==> src/rtl/pipe_trace_buffer_pkg.sv <==
// Shared types and record layout for the mips32 pipeline trace buffer.
// The standard record packs the mips_32 debug ports with the PC in the most significant field.
package mips32_trace_pkg;

   typedef enum logic [1:0] {
      IDLE  = 2'd0,
      ARMED = 2'd1,
      POST  = 2'd2,
      DONE  = 2'd3
   } trace_state_t;

   localparam int unsigned FWD_W     = 2;
   localparam int unsigned FWD_B_LSB = 0;
   localparam int unsigned FWD_A_LSB = FWD_B_LSB + FWD_W;
   localparam int unsigned STALL_BIT = FWD_A_LSB + FWD_W;
   localparam int unsigned INST_W    = 32;
   localparam int unsigned INST_LSB  = STALL_BIT + 1;
   localparam int unsigned PC_W      = 32;
   localparam int unsigned PC_LSB    = INST_LSB + INST_W;
   localparam int unsigned STD_REC_W = PC_LSB + PC_W;

   function automatic logic [STD_REC_W-1:0] pack_std_record(
      input logic [PC_W-1:0]   pc,
      input logic [INST_W-1:0] inst,
      input logic              stall,
      input logic [FWD_W-1:0]  fwd_a,
      input logic [FWD_W-1:0]  fwd_b
   );
      return {pc, inst, stall, fwd_a, fwd_b};
   endfunction

endpackage

==> src/rtl/pipe_trace_buffer_ram.sv <==
// DEPTH x REC_W trace storage: one write port, one registered read port.
// Only the read register is reset; the array itself stays reset-free so it can map to distributed RAM.
module trace_ram #(
   parameter  int unsigned REC_W = 64,
   parameter  int unsigned DEPTH = 16,
   localparam int unsigned AW    = $clog2(DEPTH)
) (
   input  logic             clk,
   input  logic             reset,
   input  logic             we,
   input  logic [AW-1:0]    waddr,
   input  logic [REC_W-1:0] wdata,
   input  logic             re,
   input  logic [AW-1:0]    raddr,
   output logic [REC_W-1:0] rdata
);

   logic [REC_W-1:0] mem_q [DEPTH];
   logic [REC_W-1:0] rdata_q;
   logic [REC_W-1:0] rdata_d;

   always_ff @(posedge clk) begin
      if (we) begin
         mem_q[waddr] <= wdata;
      end
   end

   always_comb begin
      rdata_d = rdata_q;
      if (re) begin
         rdata_d = mem_q[raddr];
      end
   end

   always_ff @(posedge clk) begin
      if (reset) begin
         rdata_q <= '0;
      end else begin
         rdata_q <= rdata_d;
      end
   end

   assign rdata = rdata_q;

endmodule

==> src/rtl/pipe_trace_buffer.sv <==
// Circular pipeline trace capture: masked-compare trigger, programmable post-trigger depth,
// oldest-first readout once capture has completed.
module pipe_trace_buffer
   import mips32_trace_pkg::*;
#(
   parameter int unsigned REC_W = 64,
   parameter int unsigned DEPTH = 16,
   parameter int unsigned CNT_W = $clog2(DEPTH) + 1
) (
   input  logic             clk,
   input  logic             reset,
   input  logic             arm,
   input  logic             sample_valid,
   input  logic [REC_W-1:0] sample_data,
   input  logic [REC_W-1:0] trig_value,
   input  logic [REC_W-1:0] trig_mask,
   input  logic [CNT_W-1:0] post_count,
   input  logic             rd_req,
   output logic [REC_W-1:0] rd_data,
   output logic             rd_valid,
   output logic             rd_last,
   output logic             triggered,
   output logic             done,
   output logic [CNT_W-1:0] fill
);

   localparam int unsigned      AW       = $clog2(DEPTH);
   localparam logic [CNT_W-1:0] FULL     = CNT_W'(DEPTH);
   localparam logic [CNT_W-1:0] MAX_POST = CNT_W'(DEPTH - 1);

   trace_state_t     state_q, state_d;
   logic [AW-1:0]    wr_ptr_q, wr_ptr_d;
   logic [CNT_W-1:0] rd_ptr_q, rd_ptr_d;
   logic [CNT_W-1:0] fill_q, fill_d;
   logic [CNT_W-1:0] post_cnt_q, post_cnt_d;
   logic             rd_valid_q, rd_valid_d;
   logic             rd_last_q, rd_last_d;
   logic             triggered_q, triggered_d;
   logic             done_q, done_d;

   logic             hit;
   logic             wr_en;
   logic             rd_accept;
   logic [AW-1:0]    rd_base;
   logic [AW-1:0]    rd_addr;

   // rd_ptr counts records already read; the physical address is offset from the oldest slot.
   always_comb begin
      state_d     = state_q;
      wr_ptr_d    = wr_ptr_q;
      rd_ptr_d    = rd_ptr_q;
      fill_d      = fill_q;
      post_cnt_d  = post_cnt_q;
      triggered_d = triggered_q;
      done_d      = done_q;
      rd_valid_d  = 1'b0;
      rd_last_d   = 1'b0;
      wr_en       = 1'b0;
      rd_accept   = 1'b0;
      hit         = sample_valid && (((sample_data ^ trig_value) & trig_mask) == '0);
      rd_base     = (fill_q == FULL) ? wr_ptr_q : '0;
      rd_addr     = rd_base + rd_ptr_q[AW-1:0];

      if (arm) begin
         state_d     = ARMED;
         wr_ptr_d    = '0;
         rd_ptr_d    = '0;
         fill_d      = '0;
         triggered_d = 1'b0;
         done_d      = 1'b0;
         post_cnt_d  = (post_count > MAX_POST) ? MAX_POST : post_count;
      end else begin
         case (state_q)
            ARMED, POST: begin
               if (sample_valid) begin
                  wr_en    = 1'b1;
                  wr_ptr_d = wr_ptr_q + 1'b1;
                  fill_d   = (fill_q == FULL) ? fill_q : fill_q + 1'b1;
                  if (state_q == ARMED) begin
                     if (hit) begin
                        triggered_d = 1'b1;
                        if (post_cnt_q == '0) begin
                           state_d = DONE;
                           done_d  = 1'b1;
                        end else begin
                           state_d = POST;
                        end
                     end
                  end else begin
                     post_cnt_d = post_cnt_q - 1'b1;
                     if (post_cnt_q == CNT_W'(1)) begin
                        state_d = DONE;
                        done_d  = 1'b1;
                     end
                  end
               end
            end
            DONE: begin
               if (rd_req && (rd_ptr_q < fill_q)) begin
                  rd_accept  = 1'b1;
                  rd_valid_d = 1'b1;
                  rd_last_d  = ((rd_ptr_q + 1'b1) == fill_q);
                  rd_ptr_d   = rd_ptr_q + 1'b1;
               end
            end
            default: ;
         endcase
      end
   end

   always_ff @(posedge clk) begin
      if (reset) begin
         state_q     <= IDLE;
         wr_ptr_q    <= '0;
         rd_ptr_q    <= '0;
         fill_q      <= '0;
         post_cnt_q  <= '0;
         rd_valid_q  <= 1'b0;
         rd_last_q   <= 1'b0;
         triggered_q <= 1'b0;
         done_q      <= 1'b0;
      end else begin
         state_q     <= state_d;
         wr_ptr_q    <= wr_ptr_d;
         rd_ptr_q    <= rd_ptr_d;
         fill_q      <= fill_d;
         post_cnt_q  <= post_cnt_d;
         rd_valid_q  <= rd_valid_d;
         rd_last_q   <= rd_last_d;
         triggered_q <= triggered_d;
         done_q      <= done_d;
      end
   end

   trace_ram #(
      .REC_W (REC_W),
      .DEPTH (DEPTH)
   ) u_ram (
      .clk   (clk),
      .reset (reset),
      .we    (wr_en),
      .waddr (wr_ptr_q),
      .wdata (sample_data),
      .re    (rd_accept),
      .raddr (rd_addr),
      .rdata (rd_data)
   );

   assign rd_valid  = rd_valid_q;
   assign rd_last   = rd_last_q;
   assign triggered = triggered_q;
   assign done      = done_q;
   assign fill      = fill_q;

endmodule

==> config.mk <==
export PLATFORM = sky130hd
export DESIGN_NAME = pipe_trace_buffer
export DESIGN_NICKNAME = d
export VERILOG_FILES = /design/src/rtl/pipe_trace_buffer_pkg.sv /design/src/rtl/pipe_trace_buffer_ram.sv /design/src/rtl/pipe_trace_buffer.sv
export SDC_FILE = /design/constraint.sdc
export NUM_CORES = 1
export LEC_CHECK = 0
export ABC_AREA = 0
export CAP_MARGIN = 20
export CELL_PAD_IN_SITES_DETAIL_PLACEMENT = 1
export CELL_PAD_IN_SITES_GLOBAL_PLACEMENT = 2
export CORE_UTILIZATION = 30
export CTS_CLUSTER_DIAMETER = 80
export DETAILED_ROUTE_END_ITERATION = 10
export HOLD_SLACK_MARGIN = 0.05
export PLACE_DENSITY = 0.56
export REMOVE_ABC_BUFFERS = 1
export SYNTH_ARGS = -nofsm -noshare
export SYNTH_HDL_FRONTEND = slang
export SYNTH_SLANG_ARGS = --single-unit
export TNS_END_PERCENT = 1
==> constraint.sdc <==
create_clock -name clk -period 10.39 [get_ports clk]
set_clock_uncertainty 0.1 [all_clocks]
set_input_delay 2.078 -clock clk [delete_from_list [all_inputs] [get_ports clk]]
set_output_delay 2.078 -clock clk [all_outputs]
set_load 0.005 [all_outputs]
## Word-level counts from Yosys, hierarchy flattened

Memories as Yosys holds them, arrays and structs flattened. A register that Yosys moved wholly into a read port is not among the register bits.
Index checks and enable logic that the tools add are counted.

- Div/mod/pow operators: 0
- Reduce and logical (&&, ||, !) cells: 19
- Eq/ne operators: 10
- Bitwise operators: 5
- Add/subtract/negate cells: 5
- Magnitude comparators: 2
- Shift-type cells: 0
- Muxes and demuxes: 25
- $mul: 0

Operators with widths:

| operator | number |
|---|---|
| $and 64x64->64 | 1 |
| $logic_not 64->1 | 1 |
| $xor 64x64->64 | 1 |
| $mux 5 | 5 |
| $mux 1 | 16 |
| $reduce_and 4->1 | 3 |
| $add 5x1->5 const B | 2 |
| $mux 2 | 3 |
| $reduce_and 3->1 | 2 |
| $reduce_bool 2->1 | 3 |
| $eq 5x1->1 const B | 1 |
| $eq 5x5->1 | 1 |
| $eq 5x5->1 const B | 1 |
| $gt 5x4->1 const B | 1 |
| $logic_not 5->1 | 1 |
| $lt 5x5->1 | 1 |
| $reduce_and 5->1 | 1 |
| $sub 5x1->5 const B | 1 |
| $add 4x1->4 const B | 1 |
| $add 4x4->4 | 1 |
| $eq 2x2->1 const B | 2 |
| $mux 4 | 1 |
| $ne 2x2->1 const B | 2 |
| $reduce_and 2->1 | 2 |
| other kinds (8) | 12 |

- Register bits after elaboration: 25
- Bits in writable memories: 1024
- Memories: 1
- Output and inout bits: 73
- Input bits: 202
- Bits in latches: 0
- Logic and storage cells: 77
- ROM bits: 0

Memories:

| memory | depth | width | rd ports | clocked after Yosys merged registers in | wr ports | RTL line | source |
|---|---|---|---|---|---|---|---|
| u_ram.mem_q | 16 | 64 | 1 | 1 | 1 | pipe_trace_buffer_ram.sv:18 | `logic [REC_W-1:0] mem_q [DEPTH];` |

## Longest topological paths before layout

- Depth in word-level cells: 9
- Mapped depth: 13
- Depth with buffers taken out: 11

## By module

Synthesis repeated with hierarchy kept, for this count alone.

- Cells, all modules: 2680
- Area total of the unflattened synthesis: 43887.1 µm²

By module, submodules not included:

| module | cells an instance | area each (µm²) | instances | sequential area each (µm²) |
|---|---|---|---|---|
| trace_ram | 2403 | 41551.1 | 1 | 32030.7 |
| pipe_trace_buffer | 277 | 2336.0 | 1 | 500.5 |

## Worst setup path after synthesis

Ideal clock, no wire load.

- Kind: input to register
- From: in sample_valid
- To: mem u_ram.mem_q[3][0] (enable)
- Data arrival time: 6.967 ns
- Library setup time: 0.565 ns
- Stages on the path: 5
- Setup slack: 2.758 ns
- Data required time: 9.725 ns
- Buffers on the path: 1
- Path through: nand2b_1 > clkbuf_1 > nor2_1 > nand2_1 > nor3_1

- Cells in the longest elaborated chain, start to end: 5

RTL lines:

| what | RTL line | source |
|---|---|---|
| start: declaration | pipe_trace_buffer.sv:13 | `input logic sample_valid,` |
| $mux 1 | pipe_trace_buffer.sv:75 | `if (sample_valid) begin` |
| $mux 1 | pipe_trace_buffer.sv:73 | `case (state_q)` |
| $mux 1 | pipe_trace_buffer.sv:64 | `if (arm) begin` |
| $mux 1 | pipe_trace_buffer_ram.sv:23 | `if (we) begin` |
| $mux 1 (not written as such) | pipe_trace_buffer_ram.sv:24 | `mem_q[waddr] <= wdata;` |
| end: declaration | pipe_trace_buffer_ram.sv:18 |  |

No other way between the ends.

## Worst setup path after layout

- From: in sample_data[54]
- To: reg done_q (netlist: done)

- Cells in the longest elaborated chain, start to end: 6

RTL lines:

| what | RTL line | source |
|---|---|---|
| start: declaration | pipe_trace_buffer.sv:14 | `input logic [REC_W-1:0] sample_data,` |
| $xor 64x64->64 | pipe_trace_buffer.sv:60 | `hit = sample_valid && (((sample_data ^ trig_value) & trig_mask) == '0);` |
| $and 64x64->64 | pipe_trace_buffer.sv:60 |  |
| $logic_not 64->1 | pipe_trace_buffer.sv:60 |  |
| $logic_and 1x1->1 | pipe_trace_buffer.sv:60 |  |
| $ne 2x2->1 (no line) | - |  |
| $reduce_and 5->1 (no line) | - |  |
| end signal: assignment | pipe_trace_buffer.sv:131 | `done_q <= done_d;` |
| end: declaration | pipe_trace_buffer.sv:39 | `logic done_q, done_d;` |

No other way between the ends.
A chain may end at the register's enable or synchronous reset.

==> results.toml <==
[outcome]
outcome = "completed"

[yosys]
syn_area_per_cell_um2 = 18.4
synth.distinct_cells = 42
seq_area_frac_synth_pct = 75.1
ys_async_sr_fraction_pct = 0
ys.flop_type = "edfxtp_1"
yosysWarningCount = 0
ys_seq_elements = 1113
yosys.area.top_type_share_pct = 71.0
synthAdderAreaFrac_pct = 0.653
synth_compound_area_share_pct = 1.62
synth_area_leader_cell = "edfxtp_1"
synth_xor_area_share_pct = 1.85
synth_top_family_by_area = "multiplexers"
synth_simple_gate_area_share_pct = 6.17
synth_edf_count = 1024
netlist_area_um2 = 43300
synth.area.top_cells = "edfxtp_1 71%, mux4_2 13%, dfxtp_1 4.1%, nand2_1 2.9%, nand3_1 2.3%"
syn_inst = 2352
muxShareOfSynthArea_pct = 13.3

[worst_setup_path]
critical_path_class = "in2reg"
critPathLaunchType = "input port"
r2r-end = "u_ram.rdata[22]"
r2r-start = "fill[1]"
end_kind = "flip-flop"
cp.arrival_ns = 5.64
worstPathRequired_ns = 10.94
rrSetupSlack_ns = 5.32
crit_fanout = 17
worst_r2r_path_depth = 13

[global_routing]
first_global_vias = 25356
gr-total-overflow = 0
grt_max_degree = 153
grt_usage_pct = 17.7
antenna_found_initial = 12
grt_pass1_wl_um = 184000

[timing]
maxSlewHeadroom_pct = 27.6
fmax_ghz = 0.197
fin_crit_sh_pct = 49.0
slew_violations = 0
hold_viol_final = 0
min_period_ns = 5.09
fin_hold_ws_ns = 0.356
rsz0062_at_grt = "no"
finalSetupViolCount = 0
tightest_slew_ns = 1.09

[floorplan]
die_w_um = 382
io_pins = 275
coreArea_um2 = 143000
start_util_pct = 30.2
rows = 139
die-area_um2 = 146000
die_height_um = 382

[cts]
cts.sinks = 1113
cts.htree.levels = 3
ctsHoldBuffers = 0
cts_tree = "built"
cts_made_buffers = 120
post_cts_resized = 0
cts_root_buf = "clkbuf_16"
cts_buffer_depth = 3
path_clk_slew_ns = 0.06
clkLatencyLatePin_ns = 0.73
cts_setup_buffers = 0

[detailed_routing]
drt_iter0_drc = 1851
wl_per_cell_um = 27.6
first_pass_iters = 8
via_per_inst = 4.96
routed-via-count = 23227
ant_nets = 0
drc = 0
routed_wl_um = 129000

[hold_path]
min_delay_worst_endpoint = "u_ram.rdata[22]"
hold_start = "u_ram.rdata[22]"
min_path_type = "reg2reg"
min_path_cells = 2

[pwr]
powerDensity_nw_per_um2 = 182
p_leak_nw = 16.3
ir_worst_vdd_mv = 0.139

[job]
maxCapViolCount = 0

[layout]
drive_above_1_share_pct = 18.8
areaGrowthSynthToFinish_pct = 21.5
mostFrequentLayoutCells = "1024 x edfxtp_1, 340 x nand2_1, 273 x clkdlybuf4s50_1, 256 x mux4_2, 196 x nand3_1"
layout.nets = 2900
mostFrequentLayoutCell = "edfxtp_1"
fin_util_pct = 36.7

[placement]
hpwlAfterDp_um = 67600
gp_congestion = 0.717
portBuffers = 274
-- routing by layer --
| layer | vias to the layer above | global-route usage [%] | routed length [um] |
|---|---|---|---|
| met5 | - | 0 | 92 |
| met4 | 14 | 4.24 | 2210 |
| met3 | 150 | 2.88 | 5960 |
| met2 | 531 | 29.7 | 63700 |
| met1 | 12581 | 23.8 | 57500 |
| li1 | 9951 | - | - |
-- cells by family after synthesis --
family / Yosys count
compound gates: 117
xor+xnor: 89
fa+ha+maj: 22
buf+inv: 137
flops: 1113
mux: 256
simple gates: 618
-- final cells by class --
type | instances | area [um^2]
Antenna cell | 4 | 10.0
Clock buffer | 170 | 3440
Clock inverter | 56 | 676
Fill cell | 14122 | 90800
Inverter | 12 | 45.0
Multi-Input combinational cell | 1102 | 10400
Sequential cell | 1113 | 32500
Tap cell | 1903 | 2380
Timing Repair Buffer | 327 | 3160
-- worst max-delay path, stage by stage --
cell,delay (ns)
clkdlybuf4s50_1,0.84
xor2_1,0.16
a22oi_1,0.46
nand4_1,0.41
nor4_2,0.77
nand4_1,0.30
a221o_1,0.43
a21oi_1,0.17
-- how the worst max path moves through the flow --
stage / startpoint / slack, ns / cells after the start / endpoint
2_1_floorplan: fill[0] / -1.68 / 10 / u_ram.rdata[0]
3_3_place_gp: sample_data[32] / 4.33 / 8 / state_q[0]
3_5_place_dp: sample_data[32] / 4.23 / 8 / done
4_1_cts: sample_data[32] / 5.00 / 8 / done
5_1_grt: fill[1] / 5.00 / 13 / u_ram.rdata[22]
6_report: sample_data[54] / 5.30 / 8 / done
-- stage by stage --
step	cell area, um^2	instances	setup slack, ns	TNS, ns	power (mW)
after global routing	52700	4684	5.00	0	9.86
after global placement	48500	4457	4.33	0	5.23
final	52700	4687	5.30	0	9.58
after CTS	52700	4683	5.00	0	9.70
after detailed placement	48500	4457	4.23	0	5.24
after floorplan	42800	2227	-1.68	-107.67	5.05
-- sequential cells by signal, indices dropped and copies added (netlist names) --
register,flops
fill,5
u_ram.mem_q,1024
wr_ptr_q,4
rd_valid,1
triggered,1
rd_last,1
post_cnt_q,5
done,1
rd_ptr_q,5
u_ram.rdata,64
state_q,2
-- Yosys cell counts (10+ instances only) --
cell         n
nand3_1    196
buf_2       46
nor2_1      39
xor2_1      73
nand4_1     12
xnor2_1     13
buf_1       12
ha_1        21
inv_1       12
mux4_2     256
edfxtp_1  1024
a21oi_1     71
a22oi_1     30
clkbuf_1    67
nor3_1      10
nand2_1    340
dfxtp_1     89
-- where the power goes --
group,total (mW),internal [mW],switching (mW)
Sequential,4.90,4.90,0.00402
Clock,4.44,2.67,1.77
Combinational,0.239,0.0994,0.139
Total,9.58,7.67,1.92
(Power assumes the default switching activity.)
